**config.mk**
```make
export PLATFORM = sky130hd
export DESIGN_NAME = muon_coincidence_nch
export DESIGN_NICKNAME = d
export VERILOG_FILES = /design/src/rtl/muon_pkg.sv /design/src/rtl/muon_event_fifo.sv /design/src/rtl/muon_coincidence_nch.sv
export SDC_FILE = /design/constraint.sdc
export NUM_CORES = 1
export LEC_CHECK = 0
export CAP_MARGIN = 20
export CORE_MARGIN = 10
export CORE_UTILIZATION = 35
export DETAILED_ROUTE_END_ITERATION = 10
export DONT_BUFFER_PORTS = 1
export PLACE_DENSITY = 0.52
export SYNTH_ARGS = -nofsm -noshare
export SYNTH_HDL_FRONTEND = slang
export SYNTH_SLANG_ARGS = --single-unit
```
**constraint.sdc**
```tcl
create_clock -name clk -period 8.84 [get_ports clk]
set_clock_uncertainty 0.15 [all_clocks]
set_input_delay 0.442 -clock clk [delete_from_list [all_inputs] [get_ports clk]]
set_output_delay 0.442 -clock clk [all_outputs]
set_load 0.01 [all_outputs]
```
**src/rtl/muon_pkg.sv**
```systemverilog
// Shared types, default parameters and helpers for the N-channel muon coincidence detector.
package muon_pkg;

    localparam int unsigned DefNCh       = 4;
    localparam int unsigned DefTsW       = 64;
    localparam int unsigned DefFifoDepth = 16;
    localparam int unsigned DefWinW      = 8;
    localparam int unsigned MaxCh        = 16;

    typedef enum logic [1:0] {
        StIdle,
        StOpen,
        StEval
    } state_e;

    function automatic logic [4:0] popcount(input logic [MaxCh-1:0] v);
        logic [4:0] n;
        n = '0;
        for (int i = 0; i < MaxCh; i++) begin
            n = n + 5'(v[i]);
        end
        return n;
    endfunction

endpackage

```
**src/rtl/muon_event_fifo.sv**
```systemverilog
// First-word-fall-through event FIFO; a push into a full FIFO succeeds when a pop
// happens in the same cycle.
module muon_event_fifo
    import muon_pkg::*;
#(
    parameter int unsigned WIDTH = DefTsW + DefNCh,
    parameter int unsigned DEPTH = DefFifoDepth
) (
    input  logic                     clk,
    input  logic                     reset,
    input  logic                     push,
    input  logic [WIDTH-1:0]         push_data,
    input  logic                     pop_ready,
    output logic                     out_valid,
    output logic [WIDTH-1:0]         out_data,
    output logic [$clog2(DEPTH):0]   count,
    output logic                     full,
    output logic                     push_ok
);

    localparam int unsigned AW = $clog2(DEPTH);
    localparam int unsigned CW = AW + 1;

    logic [WIDTH-1:0] mem_q [DEPTH];
    logic [AW-1:0]    wr_ptr_q;
    logic [AW-1:0]    rd_ptr_q;
    logic [CW-1:0]    count_q;
    logic             do_pop;
    logic             do_push;

    always_comb begin
        out_valid = count_q != '0;
        full      = count_q == CW'(DEPTH);
        do_pop    = out_valid && pop_ready;
        push_ok   = !full || do_pop;
        do_push   = push && push_ok;
        // Head is forced to zero when empty so the outputs read 0 out of reset.
        out_data  = out_valid ? mem_q[rd_ptr_q] : '0;
        count     = count_q;
    end

    always_ff @(posedge clk) begin
        if (reset) begin
            wr_ptr_q <= '0;
            rd_ptr_q <= '0;
            count_q  <= '0;
        end else begin
            if (do_push) begin
                wr_ptr_q <= wr_ptr_q + AW'(1);
            end
            if (do_pop) begin
                rd_ptr_q <= rd_ptr_q + AW'(1);
            end
            if (do_push && !do_pop) begin
                count_q <= count_q + CW'(1);
            end else if (do_pop && !do_push) begin
                count_q <= count_q - CW'(1);
            end
        end
    end

    always_ff @(posedge clk) begin
        if (do_push) begin
            mem_q[wr_ptr_q] <= push_data;
        end
    end

endmodule

```
**src/rtl/muon_coincidence_nch.sv**
```systemverilog
// N-channel coincidence detector: timestamps the first enabled edge, collects hits over
// a window, qualifies by M-of-N and queues {timestamp, mask} for readout.
module muon_coincidence_nch
    import muon_pkg::*;
#(
    parameter int unsigned N_CH       = DefNCh,
    parameter int unsigned TS_W       = DefTsW,
    parameter int unsigned FIFO_DEPTH = DefFifoDepth,
    parameter int unsigned WIN_W      = DefWinW
) (
    input  logic                          clk,
    input  logic                          reset,
    input  logic [N_CH-1:0]               hit_in,
    input  logic [N_CH-1:0]               cfg_ch_enable,
    input  logic [WIN_W-1:0]              cfg_window,
    input  logic [$clog2(N_CH+1)-1:0]     cfg_min_hits,
    output logic                          out_valid,
    input  logic                          out_ready,
    output logic [TS_W-1:0]               out_ts,
    output logic [N_CH-1:0]               out_mask,
    output logic [$clog2(FIFO_DEPTH):0]   fifo_count,
    output logic                          fifo_full,
    output logic                          event_pulse,
    output logic [15:0]                   drop_cnt
);

    localparam int unsigned MW = $clog2(N_CH + 1);
    localparam int unsigned EW = TS_W + N_CH;

    state_e            state_q, state_d;
    logic [N_CH-1:0]   hit_prev_q;
    logic [N_CH-1:0]   rise;
    logic [N_CH-1:0]   mask_q, mask_d;
    logic [TS_W-1:0]   counter_q;
    logic [TS_W-1:0]   t0_q, t0_d;
    logic [WIN_W-1:0]  timer_q, timer_d;
    logic [WIN_W-1:0]  win_q, win_d;
    logic [MW-1:0]     min_q, min_d;
    logic [MaxCh-1:0]  mask_ext;
    logic [4:0]        threshold;
    logic              qualified;
    logic              open_win;
    logic              push;
    logic              push_ok;
    logic              drop_inc;
    logic              event_pulse_q;
    logic [15:0]       drop_cnt_q;
    logic [EW-1:0]     head;

    assign rise = hit_in & ~hit_prev_q & cfg_ch_enable;

    always_comb begin
        mask_ext               = '0;
        mask_ext[N_CH-1:0]     = mask_q;
        // M == 0 still needs at least one hit; M > N_CH can never be reached.
        threshold = (min_q == '0) ? 5'd1 : 5'(min_q);
        qualified = (state_q == StEval) && (popcount(mask_ext) >= threshold);
    end

    always_ff @(posedge clk) begin
        if (reset) begin
            state_q <= StIdle;
        end else begin
            state_q <= state_d;
        end
    end

    always_comb begin
        state_d = state_q;
        unique case (state_q)
            StIdle, StEval: begin
                if (rise != '0) begin
                    state_d = (cfg_window == '0) ? StEval : StOpen;
                end else begin
                    state_d = StIdle;
                end
            end
            StOpen: begin
                if (timer_q == win_q - WIN_W'(1)) begin
                    state_d = StEval;
                end
            end
            default: state_d = StIdle;
        endcase
    end

    always_comb begin
        // A new window may open in the evaluation cycle, so there is no dead time.
        open_win = ((state_q == StIdle) || (state_q == StEval)) && (rise != '0);
        push     = qualified && push_ok;
        drop_inc = qualified && !push_ok;
    end

    always_comb begin
        t0_d    = t0_q;
        mask_d  = mask_q;
        timer_d = timer_q;
        win_d   = win_q;
        min_d   = min_q;
        if (open_win) begin
            t0_d    = counter_q;
            mask_d  = rise;
            timer_d = '0;
            win_d   = cfg_window;
            min_d   = cfg_min_hits;
        end else if (state_q == StOpen) begin
            mask_d  = mask_q | rise;
            timer_d = timer_q + WIN_W'(1);
        end
    end

    always_ff @(posedge clk) begin
        if (reset) begin
            hit_prev_q    <= '1;
            counter_q     <= '0;
            t0_q          <= '0;
            mask_q        <= '0;
            timer_q       <= '0;
            win_q         <= '0;
            min_q         <= '0;
            drop_cnt_q    <= '0;
            event_pulse_q <= 1'b0;
        end else begin
            hit_prev_q    <= hit_in;
            counter_q     <= counter_q + TS_W'(1);
            t0_q          <= t0_d;
            mask_q        <= mask_d;
            timer_q       <= timer_d;
            win_q         <= win_d;
            min_q         <= min_d;
            event_pulse_q <= push;
            if (drop_inc && (drop_cnt_q != 16'hFFFF)) begin
                drop_cnt_q <= drop_cnt_q + 16'd1;
            end
        end
    end

    muon_event_fifo #(
        .WIDTH (EW),
        .DEPTH (FIFO_DEPTH)
    ) u_fifo (
        .clk       (clk),
        .reset     (reset),
        .push      (push),
        .push_data ({t0_q, mask_q}),
        .pop_ready (out_ready),
        .out_valid (out_valid),
        .out_data  (head),
        .count     (fifo_count),
        .full      (fifo_full),
        .push_ok   (push_ok)
    );

    assign out_ts      = head[EW-1:N_CH];
    assign out_mask    = head[N_CH-1:0];
    assign event_pulse = event_pulse_q;
    assign drop_cnt    = drop_cnt_q;

endmodule
```
==> flow_metrics.tcl <==
set metrics [dict create \
    cts_repair_resize_count 0 \
    net_count_final 2700 \
    die_h_um 396 \
    core-area_um2 140000 \
    max-clock-path-buffers 3 \
    detailedRoute.firstIterationViolations 1830 \
    finish.instance_area_um2 56300 \
    grt_remaining_overflow 0 \
    die_width_um 396 \
    maxCapViolCount 0 \
    clock_sink_count 1279 \
    synthesis.instances 2598 \
    critical_path.most_common_cell "ha_1" \
    proportion_of_register_bits_with_asynchronous_set_or_reset_after_synthesis_pct 0 \
    power.static_leakage_nw 18.7 \
    synth_ff_type "edfxtp_1" \
    final_common_cell "edfxtp_1" \
    numCtsBuffers 139 \
    max_clock_freq_mhz 208 \
    hold_path.class "in -> reg" \
    fillers 12500 \
    period_share_pct 54.5 \
    worst-path-max-fanout 36 \
    place_congestion 0.743 \
    pin_count 114 \
    place_area_um2 51700 \
    synth.yosys.seq_area_share_pct 73.8 \
    synth_fp_nets 2640 \
    mappedNetlistArea_um2 49400 \
    startpoint_type "flip-flop" \
    status "finished with violations" \
    routed_wl_mm 116 \
    crit_path_top_delay_cell "buf_4" \
    worstPathArrival_ns 5.03 \
    yosys_warnings 0 \
    drcViolationCount 0 \
    stdcell_count 4651 \
    final.hold.worst_slack_ns -0.00114 \
    setup_repair_after_global_routing_missed_its_margin "false" \
    ys_types 53 \
    postCtsHoldBufs 19 \
    multi_input_comb_area_um2 12400 \
    die-area_um2 157000 \
    worstPathBufferInverterCount 4 \
    timing.final.crit_period_ns 4.82 \
    clock-root-buffer "clkbuf_16" \
    area_growth_pct 13.9 \
    worstSetupEndpointType "flip-flop" \
    final.setup.tns_ns 0 \
    worst_slew_pin_slew_ns 1.10 \
    grt_antenna_before_repair 2 \
    cellPowerDensity_nw_per_um2 238 \
    path_cells "inv_1 > fa_1 > inv_1 > ha_1 > ha_1 > ha_1 > a211oi_1 > nor3b_2 > clkbuf_8 > and3_4 > buf_4" \
    groute.usage.overall_pct 14.7 \
    synth_area_per_cell_um2 19.0 \
    clkSlewWorstSetupHoldPaths_ns 0.05 \
    finalMaxSlewViolations 0 \
    dr.pass1.iters 5 \
    maximum_number_of_pins_on_one_net_before_global_route_repair 184 \
    path_class "reg -> reg" \
    htree_levels 4 \
    worst_skew_pair.late_latency_ns 0.75 \
    required_time_reported_for_the_critical_path_endpoint_ns 9.06 \
    detailed_placer_s_ending_hpwl_mm 61.1 \
    cts_setup_buffers 0 \
    layout-drive-gt1-share_pct 22.4 \
    placed_cells 4371 \
    num_vias 24400 \
    violations "negative hold slack" \
    grt_pass1_wl_mm 173 \
    maxSlewHeadroom_pct 26.8 \
    wire_per_inst_um 25.0 \
    cp_slowest_stage_delay_ns 0.79 \
    layout.area.seq_um2 36500 \
    initial_core_utilization_pct 35.3 \
    fin_total_pwr_w 0.0134 \
    timing.final.hold_violations 1 \
    numPortBuffers 0 \
    cpLargestDelayFamily "adder cells" \
    vdd_ir_drop_max_mv 0.175 \
    std_cell_rows 137 \
    via_density 5.24 \
    synth_enable_flop_cells 1088 \
    postSynthRegisterBits 1279 \
    detail-route-antenna-nets 0 \
    mostFrequentLayoutCells "edfxtp_1, mux4_2, nand2_1" \
    number_of_global_route_vias_before_repair 25900 \
    tritoncts_clock_tree "yes" \
    timing.final.setup_violations 0 \
]
-- stage by stage --
| step | util [%] | setup WS, ns |
|---|---|---|
| 2_1_floorplan | - | 1.27 |
| 3_3_place_gp | 36.9 | 3.42 |
| 3_5_place_dp | 37.0 | 3.29 |
| 4_1_cts | 40.2 | 3.26 |
| 5_1_grt | 40.3 | 3.67 |
| 6_report | 40.3 | 4.02 |
-- synth_stat cells, types with 4 or more instances --
| cell type | count | share of area [%] |
|---|---|---|
| a21oi_1 | 131 | 1.3 |
| or3_1 | 26 | 0.33 |
| mux2i_1 | 5 | 0.10 |
| buf_1 | 8 | 0.061 |
| or2_2 | 9 | 0.11 |
| o21ai_0 | 28 | 0.28 |
| nor3_1 | 8 | 0.081 |
| nor2_1 | 74 | 0.56 |
| and3b_1 | 5 | 0.089 |
| o31ai_1 | 22 | 0.33 |
| and2_1 | 70 | 0.89 |
| edfxtp_1 | 1088 | 66 |
| nand3_1 | 30 | 0.30 |
| nand2_1 | 193 | 1.5 |
| nand4_1 | 30 | 0.38 |
| xor2_1 | 30 | 0.53 |
| buf_2 | 10 | 0.10 |
| mux4_2 | 340 | 15 |
| inv_1 | 27 | 0.20 |
| ha_1 | 18 | 0.46 |
| xnor2_1 | 21 | 0.37 |
| clkbuf_1 | 117 | 0.89 |
| nor4_1 | 13 | 0.16 |
| and3_1 | 22 | 0.28 |
| or4_1 | 24 | 0.36 |
| and4_1 | 8 | 0.14 |
| nor2b_1 | 9 | 0.11 |
| dfxtp_1 | 191 | 7.7 |
| a22oi_1 | 4 | 0.061 |
-- metal layers --
layer	GRT usage, %	routed length (um)	vias to the layer above
met2	23.5	56100	605
met3	2.96	5970	128
met5	0	0	-
met4	3.96	2210	0
met1	20.4	52100	13000
li1	-	-	10600
-- worst reg2reg max path, delay by kind of cell, from the launching register on --
kind / cells / cell delay, ns
buf+inv: 4 / 1.23
fa+ha+maj: 4 / 1.25
flops: 1 / 0.66
simple gates: 2 / 0.99
compound gates: 1 / 0.09
-- final cells by class --
class                      instances  area share (%)
timing repair buffer              55           0.962
inverter                          27           0.180
antenna                            3          0.0133
clock buffer                     185            6.76
clock inverter                    70            1.03
multi-input combinational       1156            22.1
sequential                      1279            64.8
tap                             1876            4.17
-- cells by family (layout without fill, tap and decap cells) --
group,count (synthesis),after routing,synth area share (%)
AO/OA/AOI/OAI,198,198,2.23
XOR/XNOR,51,51,0.903
adder cells (fa/ha/maj),20,20,0.536
buffers and inverters,163,337,1.28
flip-flops,1279,1279,73.8
multiplexers,347,347,15.6
other,0,3,0
AND/OR/NAND/NOR,540,540,5.61
-- power breakdown --
group	switching, W	internal [W]	leakage, nW
sequential	0.0000936	0.00647	13.1
clock	0.00235	0.00319	2.16
combinational	0.000694	0.000616	3.49
total	0.00314	0.0103	18.7
-- state kept, by name, indices dropped and copies added (netlist names), named ones only --
register         flops
event_pulse          1
timer_q              8
win_q                8
t0_q                64
drop_cnt            16
u_fifo.mem_q      1088
hit_prev_q           4
mask_q               4
u_fifo.count         5
min_q                3
counter_q           64
u_fifo.wr_ptr_q      4
u_fifo.rd_ptr_q      4
state_q              2
-- final timing paths --
kind | end | slack, ns | from | depth (start not counted)
worst min-delay path | win_q[7] | -0.001 | reset | 2
worst min register to register | min_q[0] | 0.30 | min_q[0] | 2
worst max-delay path | u_fifo.mem_q[8][54] | 4.02 | mask_q[1] | 11
worst max register to register | u_fifo.mem_q[8][54] | 4.02 | mask_q[1] | 11
No activity file was read; power rests on OpenSTA's default activity.
